## config.mk

```make
export PLATFORM = sky130hd
export DESIGN_NAME = line_draw_ctrl_flat
export DESIGN_NICKNAME = d
export VERILOG_FILES = /design/src/rtl/line_draw_ctrl_if.sv /design/src/rtl/line_draw_ctrl.sv /design/src/flat_wrapper.sv
export SDC_FILE = /design/constraint.sdc
export NUM_CORES = 1
export LEC_CHECK = 0
export ABC_AREA = 1
export CAP_MARGIN = 0
export CORE_MARGIN = 2
export CORE_UTILIZATION = 30
export DETAILED_ROUTE_END_ITERATION = 8
export SYNTH_ARGS = -nofsm -noshare
export SYNTH_HDL_FRONTEND = slang
export SYNTH_SLANG_ARGS = --single-unit
```

## constraint.sdc

```tcl
create_clock -name clk -period 2.75 [get_ports clk]
set_input_delay 0.55 -clock clk [delete_from_list [all_inputs] [get_ports clk]]
set_output_delay 0.55 -clock clk [all_outputs]
set_load 0.02 [all_outputs]
```

## src/rtl/line_draw_ctrl_if.sv

```systemverilog
// -----------------------------------------------------------------------------
// line_draw_ctrl_if
// Bundles every signal between the line sequencer and its neighbours:
//   cmd_*  : line command from the front end (valid/ready)
//   dl_*   : load/step control to the DrawLine engine and its pixel output
//   px_*   : pixel write request to the framebuffer writer (valid/ready)
//   busy, line_done : sequencer status
// Modports:
//   slave  : the sequencer (line_draw_ctrl)
//   master : the environment around it (front end, DrawLine, writer)
// -----------------------------------------------------------------------------
interface line_draw_ctrl_if #(
   parameter int COLOR_W = 16
);
   logic               cmd_valid;
   logic               cmd_ready;
   logic [15:0]        cmd_x1;
   logic [15:0]        cmd_y1;
   logic [15:0]        cmd_x2;
   logic [15:0]        cmd_y2;
   logic [COLOR_W-1:0] cmd_color;

   logic               dl_calculate;
   logic [15:0]        dl_x1;
   logic [15:0]        dl_y1;
   logic [15:0]        dl_x2;
   logic [15:0]        dl_y2;
   logic               dl_get_pixel;
   logic [15:0]        dl_x_o;
   logic [15:0]        dl_y_o;

   logic               px_valid;
   logic               px_ready;
   logic [15:0]        px_x;
   logic [15:0]        px_y;
   logic [COLOR_W-1:0] px_color;

   logic               busy;
   logic               line_done;

   modport slave (
      input  cmd_valid, cmd_x1, cmd_y1, cmd_x2, cmd_y2, cmd_color,
      output cmd_ready,
      output dl_calculate, dl_x1, dl_y1, dl_x2, dl_y2, dl_get_pixel,
      input  dl_x_o, dl_y_o,
      output px_valid, px_x, px_y, px_color,
      input  px_ready,
      output busy, line_done
   );

   modport master (
      output cmd_valid, cmd_x1, cmd_y1, cmd_x2, cmd_y2, cmd_color,
      input  cmd_ready,
      input  dl_calculate, dl_x1, dl_y1, dl_x2, dl_y2, dl_get_pixel,
      output dl_x_o, dl_y_o,
      input  px_valid, px_x, px_y, px_color,
      output px_ready,
      input  busy, line_done
   );
endinterface

```

## src/rtl/line_draw_ctrl.sv

```systemverilog
// -----------------------------------------------------------------------------
// line_draw_ctrl
// Sequencer between the line command front end and the DrawLine Bresenham
// engine. Takes one command per handshake, loads DrawLine with a one-cycle
// calculate pulse, then walks the line with get_pixel pulses, forwarding each
// on-screen pixel (plus the latched colour) to the framebuffer writer.
// DrawLine has no done flag, so the pixel count max(|dx|,|dy|)+1 is computed
// here at accept time and counted down.
//
// Ports:
//   clk   : system clock, rising edge
//   rst_n : asynchronous active-low reset (also resets DrawLine externally)
//   bus   : line_draw_ctrl_if.slave (command, DrawLine, pixel and status)
//
// state  | meaning
// -------+------------------------------------------------------------------
// IDLE   | cmd_ready high, waiting for a command
// START  | dl_calculate pulse, DrawLine loads endpoints
// PRIME  | DrawLine presents the first pixel
// EMIT   | offer current pixel (or skip it if off-screen), advance engine
// STEP   | DrawLine settles on the next pixel
// DONE   | line_done pulse
// -----------------------------------------------------------------------------
module line_draw_ctrl #(
   parameter int SCREEN_W = 640,
   parameter int SCREEN_H = 480,
   parameter int COLOR_W  = 16
) (
   input  logic             clk,
   input  logic             rst_n,
   line_draw_ctrl_if.slave  bus
);

   typedef enum logic [2:0] {
      S_IDLE  = 3'd0,
      S_START = 3'd1,
      S_PRIME = 3'd2,
      S_EMIT  = 3'd3,
      S_STEP  = 3'd4,
      S_DONE  = 3'd5
   } state_t;

   // 17-bit limits so a screen dimension of 65536 still compares correctly
   localparam logic [16:0] X_LIM = 17'(SCREEN_W);
   localparam logic [16:0] Y_LIM = 17'(SCREEN_H);

   state_t             state_q, state_d;
   logic [16:0]        remaining_q, remaining_d;
   logic [15:0]        x1_q, x1_d;
   logic [15:0]        y1_q, y1_d;
   logic [15:0]        x2_q, x2_d;
   logic [15:0]        y2_q, y2_d;
   logic [COLOR_W-1:0] color_q, color_d;

   logic signed [16:0] dx_s;
   logic signed [16:0] dy_s;
   logic [16:0]        adx;
   logic [16:0]        ady;
   logic [16:0]        span;

   logic               in_bounds;
   logic               emit_st;
   logic               advance;
   logic               more_px;

   // Endpoint span, computed in 17-bit signed so no difference can wrap
   always_comb begin
      dx_s = $signed({1'b0, bus.cmd_x2}) - $signed({1'b0, bus.cmd_x1});
      dy_s = $signed({1'b0, bus.cmd_y2}) - $signed({1'b0, bus.cmd_y1});
      adx  = dx_s[16] ? $unsigned(-dx_s) : $unsigned(dx_s);
      ady  = dy_s[16] ? $unsigned(-dy_s) : $unsigned(dy_s);
      span = (adx > ady) ? adx : ady;
   end

   always_comb begin
      in_bounds = ({1'b0, bus.dl_x_o} < X_LIM) && ({1'b0, bus.dl_y_o} < Y_LIM);
      emit_st   = (state_q == S_EMIT);
      // Off-screen pixels advance immediately; on-screen ones wait for the writer
      advance   = emit_st && (!in_bounds || bus.px_ready);
      // The last pixel of a line is never followed by a get_pixel pulse
      more_px   = (remaining_q > 17'd1);
   end

   always_comb begin
      state_d     = state_q;
      remaining_d = remaining_q;
      x1_d        = x1_q;
      y1_d        = y1_q;
      x2_d        = x2_q;
      y2_d        = y2_q;
      color_d     = color_q;

      case (state_q)
         S_IDLE: begin
            if (bus.cmd_valid) begin
               x1_d        = bus.cmd_x1;
               y1_d        = bus.cmd_y1;
               x2_d        = bus.cmd_x2;
               y2_d        = bus.cmd_y2;
               color_d     = bus.cmd_color;
               remaining_d = span + 17'd1;
               state_d     = S_START;
            end
         end
         S_START: state_d = S_PRIME;
         S_PRIME: state_d = S_EMIT;
         S_EMIT: begin
            if (advance) begin
               if (more_px) begin
                  remaining_d = remaining_q - 17'd1;
                  state_d     = S_STEP;
               end else begin
                  state_d = S_DONE;
               end
            end
         end
         S_STEP:  state_d = S_EMIT;
         S_DONE:  state_d = S_IDLE;
         default: state_d = S_IDLE;
      endcase
   end

   always_ff @(posedge clk or negedge rst_n) begin
      if (!rst_n) begin
         state_q     <= S_IDLE;
         remaining_q <= '0;
         x1_q        <= '0;
         y1_q        <= '0;
         x2_q        <= '0;
         y2_q        <= '0;
         color_q     <= '0;
      end else begin
         state_q     <= state_d;
         remaining_q <= remaining_d;
         x1_q        <= x1_d;
         y1_q        <= y1_d;
         x2_q        <= x2_d;
         y2_q        <= y2_d;
         color_q     <= color_d;
      end
   end

   // Outputs decode the state register; px_x/px_y pass DrawLine straight
   // through, which is stable because the engine only moves on get_pixel.
   assign bus.cmd_ready    = (state_q == S_IDLE);
   assign bus.busy         = (state_q != S_IDLE);
   assign bus.dl_calculate = (state_q == S_START);
   assign bus.dl_get_pixel = advance && more_px;
   assign bus.line_done    = (state_q == S_DONE);
   assign bus.px_valid     = emit_st && in_bounds;
   assign bus.px_x         = bus.dl_x_o;
   assign bus.px_y         = bus.dl_y_o;
   assign bus.px_color     = color_q;
   assign bus.dl_x1        = x1_q;
   assign bus.dl_y1        = y1_q;
   assign bus.dl_x2        = x2_q;
   assign bus.dl_y2        = y2_q;

endmodule

```

## src/flat_wrapper.sv

```systemverilog
// flat-port wrapper written by rule: the top's interface ports become plain ports
module line_draw_ctrl_flat 
#(
   parameter int SCREEN_W = 640,
   parameter int SCREEN_H = 480,
   parameter int COLOR_W  = 16
)
  (clk, rst_n, bus_cmd_valid, bus_cmd_x1, bus_cmd_y1, bus_cmd_x2, bus_cmd_y2, bus_cmd_color, bus_cmd_ready, bus_dl_calculate, bus_dl_x1, bus_dl_y1, bus_dl_x2, bus_dl_y2, bus_dl_get_pixel, bus_dl_x_o, bus_dl_y_o, bus_px_valid, bus_px_x, bus_px_y, bus_px_color, bus_px_ready, bus_busy, bus_line_done);
  line_draw_ctrl_if #(.COLOR_W(COLOR_W)) bus_i ();
  input  logic clk;
  input  logic rst_n;
  input wire logic [$bits(bus_i.cmd_valid)-1:0] bus_cmd_valid;
  input wire logic [$bits(bus_i.cmd_x1)-1:0] bus_cmd_x1;
  input wire logic [$bits(bus_i.cmd_y1)-1:0] bus_cmd_y1;
  input wire logic [$bits(bus_i.cmd_x2)-1:0] bus_cmd_x2;
  input wire logic [$bits(bus_i.cmd_y2)-1:0] bus_cmd_y2;
  input wire logic [$bits(bus_i.cmd_color)-1:0] bus_cmd_color;
  output wire logic [$bits(bus_i.cmd_ready)-1:0] bus_cmd_ready;
  output wire logic [$bits(bus_i.dl_calculate)-1:0] bus_dl_calculate;
  output wire logic [$bits(bus_i.dl_x1)-1:0] bus_dl_x1;
  output wire logic [$bits(bus_i.dl_y1)-1:0] bus_dl_y1;
  output wire logic [$bits(bus_i.dl_x2)-1:0] bus_dl_x2;
  output wire logic [$bits(bus_i.dl_y2)-1:0] bus_dl_y2;
  output wire logic [$bits(bus_i.dl_get_pixel)-1:0] bus_dl_get_pixel;
  input wire logic [$bits(bus_i.dl_x_o)-1:0] bus_dl_x_o;
  input wire logic [$bits(bus_i.dl_y_o)-1:0] bus_dl_y_o;
  output wire logic [$bits(bus_i.px_valid)-1:0] bus_px_valid;
  output wire logic [$bits(bus_i.px_x)-1:0] bus_px_x;
  output wire logic [$bits(bus_i.px_y)-1:0] bus_px_y;
  output wire logic [$bits(bus_i.px_color)-1:0] bus_px_color;
  input wire logic [$bits(bus_i.px_ready)-1:0] bus_px_ready;
  output wire logic [$bits(bus_i.busy)-1:0] bus_busy;
  output wire logic [$bits(bus_i.line_done)-1:0] bus_line_done;
  assign bus_i.cmd_valid = bus_cmd_valid;
  assign bus_i.cmd_x1 = bus_cmd_x1;
  assign bus_i.cmd_y1 = bus_cmd_y1;
  assign bus_i.cmd_x2 = bus_cmd_x2;
  assign bus_i.cmd_y2 = bus_cmd_y2;
  assign bus_i.cmd_color = bus_cmd_color;
  assign bus_cmd_ready = bus_i.cmd_ready;
  assign bus_dl_calculate = bus_i.dl_calculate;
  assign bus_dl_x1 = bus_i.dl_x1;
  assign bus_dl_y1 = bus_i.dl_y1;
  assign bus_dl_x2 = bus_i.dl_x2;
  assign bus_dl_y2 = bus_i.dl_y2;
  assign bus_dl_get_pixel = bus_i.dl_get_pixel;
  assign bus_i.dl_x_o = bus_dl_x_o;
  assign bus_i.dl_y_o = bus_dl_y_o;
  assign bus_px_valid = bus_i.px_valid;
  assign bus_px_x = bus_i.px_x;
  assign bus_px_y = bus_i.px_y;
  assign bus_px_color = bus_i.px_color;
  assign bus_i.px_ready = bus_px_ready;
  assign bus_busy = bus_i.busy;
  assign bus_line_done = bus_i.line_done;
  line_draw_ctrl #(.SCREEN_W(SCREEN_W), .SCREEN_H(SCREEN_H), .COLOR_W(COLOR_W)) u_core (.clk(clk), .rst_n(rst_n), .bus(bus_i));
endmodule
```

== Yosys cells after proc, flatten, opt, wreduce, memory -nomap -nowiden ==
Index checks and enable logic that the tools add are counted.

* Output and inout bits: 118
* Bits in registers: 100
* Word-level logic and storage cells: 49

* $add $sub $neg: 6
* Muxes and demuxes: 11
* Eq/ne operators: 8
* Order comparisons: 4
* Reduce and logical (&&, ||, !) cells: 13

{| class="wikitable"
|+ Operators by type and width
! kind !! count
|-
| two-way mux 17 bit || 6
|-
| negator 17 bit || 2
|-
| case mux 17 bit (2 select lines) || 1
|-
| subtractor 16 x 16 -> 17 bit || 2
|-
| adder 17 x 1 -> 17 bit, second input constant || 1
|-
| > comparator 17 x 1 -> 1 bit, second input constant || 1
|-
| > comparator 17 bit || 1
|-
| subtractor 17 x 1 -> 17 bit, second input constant || 1
|-
| less-than comparator 16 x 10 -> 1 bit, second input constant || 1
|-
| less-than comparator 16 x 9 -> 1 bit, second input constant || 1
|-
| case mux 3 bit (4 select lines) || 1
|-
| == test 3 x 2 -> 1 bit, second input constant || 2
|-
| == test 3 bit, second input constant || 2
|-
| two-way mux 3 bit || 2
|-
| inequality test 2 bit, second input constant || 3
|-
| logical AND 1 bit || 4
|-
| AND reduction 2 bit || 2
|-
| AND reduction 4 bit || 1
|-
| == test 3 x 1 -> 1 bit, second input constant || 1
|-
| logical NOT 3 bit || 1
|-
| nonzero test 3 bit || 1
|-
| nonzero test 2 bit || 1
|-
| OR reduction 2 bit || 1
|-
| logical NOT 1 bit || 1
|-
| other kinds (2) || 2
|}

== Depth between registers and ports, before layout ==
* Word-level depth: 8
* Mapped depth: 42

== Worst setup path before layout ==
No wires, ideal clock.

* Path type: input-to-reg
* Start point: input bus_cmd_y2[0]
* End point: register u_core.remaining_q[16]
* Stages: 36
* Setup slack: -1939 ps
* Arrival time: 4616 ps
* Cells stage by stage: inv_1 -> ha_1 -> fa_1 -> ha_1 -> inv_1 -> a21oi_1 -> nand3_1 -> nor2_1 -> nand2_1 -> nor2_1 -> nand2_1 -> nor4_1 -> nand4_1 -> ha_1 -> nand2_1 -> nor2_1 -> nand2_1 -> clkinv_1 -> nand3b_1 -> nand3_1 -> nand2_1 -> inv_1 -> clkbuf_4 -> nand2_1 -> nand2_2 -> ha_1 -> nand2_2 -> nor2_4 -> nand2_2 -> nor2_4 -> inv_2 -> nor2_4 -> nand3_1 -> nand2_1 -> nand2_1 -> a21oi_2

* Cells in the longest elaborated chain, start to end: 8

{| class="wikitable"
|+ Ends and longest elaborated chain
! item !! line !! text
|-
| from (decl) || flat_wrapper.sv:16 || <nowiki>input wire logic [$bits(bus_i.cmd_y2)-1:0] bus_cmd_y2;</nowiki>
|-
| subtractor 16 x 16 -> 17 bit * || line_draw_ctrl.sv:69 || <nowiki>dy_s = $signed({1'b0, bus.cmd_y2}) - $signed({1'b0, bus.cmd_y1});</nowiki>
|-
| negator 17 bit || line_draw_ctrl.sv:71 || <nowiki>ady = dy_s[16] ? $unsigned(-dy_s) : $unsigned(dy_s);</nowiki>
|-
| two-way mux 17 bit * || line_draw_ctrl.sv:71 ||
|-
| > comparator 17 bit || line_draw_ctrl.sv:72 || <nowiki>span = (adx > ady) ? adx : ady;</nowiki>
|-
| two-way mux 17 bit * || line_draw_ctrl.sv:72 ||
|-
| adder 17 x 1 -> 17 bit * || line_draw_ctrl.sv:101 || <nowiki>remaining_d = span + 17'd1;</nowiki>
|-
| two-way mux 17 bit * || line_draw_ctrl.sv:95 || <nowiki>if (bus.cmd_valid) begin</nowiki>
|-
| case mux 17 bit (2 select lines) * || line_draw_ctrl.sv:93 || <nowiki>case (state_q)</nowiki>
|-
| to (signal assigned) || line_draw_ctrl.sv:134 || <nowiki>remaining_q <= remaining_d;</nowiki>
|-
| to (decl) || line_draw_ctrl.sv:48 || <nowiki>logic [16:0] remaining_q, remaining_d;</nowiki>
|}

Mark *: on every way between the ends. The rest lies on a longest branch, timed or not. The select of a mux whose other input is x is not followed.
A chain may end at the register's enable or synchronous reset.

== Worst setup path after layout ==
* Start point: input bus_cmd_y2[5]
* End point: register u_core.remaining_q[14]

Same word-level chain as after synthesis.

==> flow_metrics.tcl <==
set metrics [dict create \
    synth.distinct_cells 50 \
    core_um2 29720 \
    worst_path_dominant_cell_family "simple AND/OR/NAND/NOR gates" \
    die_area_um2 31670 \
    critPathMaxStageDelay_ns 0.53 \
    vias_per_cell 4.595 \
    cts_tree "built" \
    fin_skew_ns 0.01578 \
    setup.worst_path.end "u_core.remaining_q[14]" \
    gp_congestion 0.8503 \
    hold_class "in -> async" \
    vdd_drop_max_mv 0.4104 \
    tightest_slew_ns 0.5785 \
    drv_cap 0 \
    cts.sinks 100 \
    syn-cell-area_um2 9080 \
    arrival_ns 4.91 \
    ys_ff_latch 100 \
    period_minus_slack_ns 4.624 \
    r2r-start "u_core.remaining_q[3]" \
    max_freq_mhz 216.3 \
    wl_per_cell_um 13.59 \
    rr_worst_depth 14 \
    dr.pass1.iters 5 \
    nets 1946 \
    numCtsBuffers 9 \
    final_common_cell "nand2_1" \
    synthSimpleGateAreaFrac_pct 35.61 \
    violations "negative setup slack" \
    synthXorXnorAreaFrac_pct 0.9646 \
    routed_wl_mm 29.49 \
    final_cell_mix "309 x nand2_1, 270 x buf_4, 184 x clkdlybuf4s50_1" \
    placed_area_um2 13260 \
    cp-start-kind "primary input" \
    synth_top_family_by_area "simple AND/OR/NAND/NOR gates" \
    setup_tns_ns -28.76 \
    synth_nets 1499 \
    rsz0062_at_grt "true" \
    postLayoutCellArea_um2 15440 \
    clk_pin_slew_ns 0.09 \
    crit_fanout 4 \
    areaGrowthSynthToFinish_pct 70.04 \
    dp_slack_ns -2.835 \
    stdcell_count 2169 \
    synth_compound_area_share_pct 9.701 \
    cts_root_buffer "clkbuf_16" \
    antenna_left 0 \
    cellPowerDensity_nw_per_um2 833.5 \
    drtIter0Drc 416 \
    syn_area_per_cell_um2 6.842 \
    cp-startpoint "bus_cmd_y2[5]" \
    dp.cells 2112 \
    die_w_um 178.0 \
    cpMaxStageDelayCell "clkdlybuf4s50_1" \
    antenna_found_initial 0 \
    maxSlewViolCount 0 \
    grt_remaining_overflow 0 \
    path_buf_inv 6 \
    worstSetupPathType "in -> reg" \
    drive_gt1_share_pct 39.52 \
    insertion_delay_ns 0.37 \
    synth_fa_ha_area_share_pct 7.882 \
    cp.depth 34 \
    cp-end-kind "register" \
    setup-violations-final 17 \
    clk_path_buf_depth 2 \
    synthMuxAreaShare_pct 5.829 \
    fin_crit_sh_pct 168.2 \
    dp_hpwl_mm 22.34 \
    yosys-top-cells-area "dfrtp_1 28%, nand2_1 17%, inv_1 7.5%" \
    synth-edff-count 0 \
    num_vias 9966 \
    path_common_cell "nand2_1" \
    synth_seq_area_share_pct 27.56 \
    syn_inst 1327 \
    grt_usage_pct 17.78 \
    start_util_pct 30.55 \
    grt_pass1_wl_mm 45.63 \
    status "finished, violations left" \
    drcViolationCount 0 \
    power.leakage_uw 0.007457 \
    setup_ws_ns -1.874 \
    yosys_warnings 0 \
    synth_top_area_share_pct 27.56 \
    worstPathRequired_ns 3.04 \
    slew_headroom_pct 61.34 \
    grt_pass1_vias 9708 \
    yosysTopAreaCell "dfrtp_1" \
    synthFlopType "dfrtp_1" \
    io_buffers 209 \
    cts_max_level 3 \
    diodes 0 \
    hold_viol 0 \
    ios 234 \
    worst_r2r_endpoint "u_core.remaining_q[14]" \
    std_cell_rows 63 \
    grt_max_degree 51 \
    r2r_slack_ns 0.33 \
    fp.dieH_um 178.0 \
    async_flop_share_pct 100.0 \
]
through the flow:
stage          total power (uW)  util (%)  hold WS [ns]
3_3_place_gp              10110     44.61        0.4724
2_1_floorplan              6910         -        0.2544
3_5_place_dp              10240     44.61        0.4786
4_1_cts                   12160     47.74        0.1264
6_report                  12870     51.96        0.1112
5_1_grt                   13810     51.96        0.1382
layout make-up:
class | count | area, um2
sequential | 100 | 2502
tap | 390 | 488.0
timing repair buffer | 496 | 4413
fill | 2762 | 14280
clock inverter | 7 | 91.34
clock buffer | 9 | 225.2
multi-input combinational | 974 | 6949
inverter | 193 | 770.7
registers in the layout (all words and copies together) (netlist names):
register	cells
u_core.state_q	3
u_core.bus.dl_x1	16
u_core.bus.dl_y2	16
u_core.bus.px_color	16
u_core.bus.dl_x2	16
u_core.bus.dl_y1	16
u_core.remaining_q	17
power by group:
part | internal, uW | switching [uW]
Sequential | 2230 | 417
Clock | 658 | 711
Combinational | 4310 | 4540
kinds of logic after synthesis:
logic type / Yosys count
flops: 100
compound gates: 140
buf+inv: 253
xor+xnor: 10
mux: 47
simple gates: 721
fa+ha+maj: 56
what timing repair did:
item | 4_1_cts | 5_1_grt
setup buffers | 19 | 24
endpoints found under the setup margin | 19 | 19
pin swaps | 67 | 147
resized for setup | 121 | 282
hold buffers | 0 | 0
endpoints found under the hold margin | 0 | 0
worst min-delay path by stage:
stage / start / to / cells after the start
final: rst_n / u_core.bus.px_color[15] / 1
after global routing: rst_n / u_core.bus.px_color[15] / 1
after CTS: rst_n / u_core.bus.px_color[3] / 1
after detailed placement: u_core.bus.dl_y1[5] / u_core.bus.dl_y1[5] / 1
after global placement: u_core.bus.dl_y1[3] / u_core.bus.dl_y1[3] / 1
after floorplan: rst_n / u_core.bus.dl_x1[0] / 0
per-layer routing:
metal	part of all wire [%]	track usage, %	vias to the layer above	wire length [um]
li1	-	-	5112	-
met4	1.5	4.167	0	440
met1	43	22.40	4648	12790
met2	51	31.31	176	15030
met3	4.2	3.325	30	1229
met5	0	0	-	0
Yosys cell counts (3+ instances only):
library cell	instances
a21oi_1	48
nand3b_1	8
a21oi_4	3
nor2_1	105
a31oi_1	3
nor4_1	5
ha_1	54
xor2_1	7
nand3_2	10
inv_1	182
o21ai_0	29
xnor2_1	3
nand3_1	110
nor2_2	6
mux2_2	47
nand2_4	4
buf_2	5
or2_2	4
dfrtp_1	100
a21oi_2	3
a22oi_1	4
clkbuf_1	14
nand2_1	404
a21o_1	3
o21ai_1	3
nor2_4	7
nand2_2	29
nand4_1	19
o211ai_1	3
buf_6	4
o21a_1	33
buf_4	34
nor3_1	5
inv_2	8
worst register-to-register path, cell delays in order (launching register included):
cell     delay [ns]
dfrtp_1        0.41
nor2_2         0.16
buf_4          0.13
buf_4          0.09
buf_4          0.09
buf_4          0.10
nand3_1        0.08
nor2_1         0.10
inv_1          0.07
nor2_1         0.35
nand4_1        0.22
nor2_1         0.18
a21oi_1        0.08
a21oi_1        0.19
a21oi_2        0.07
Note: power is estimated with default switching activity, not from simulation.
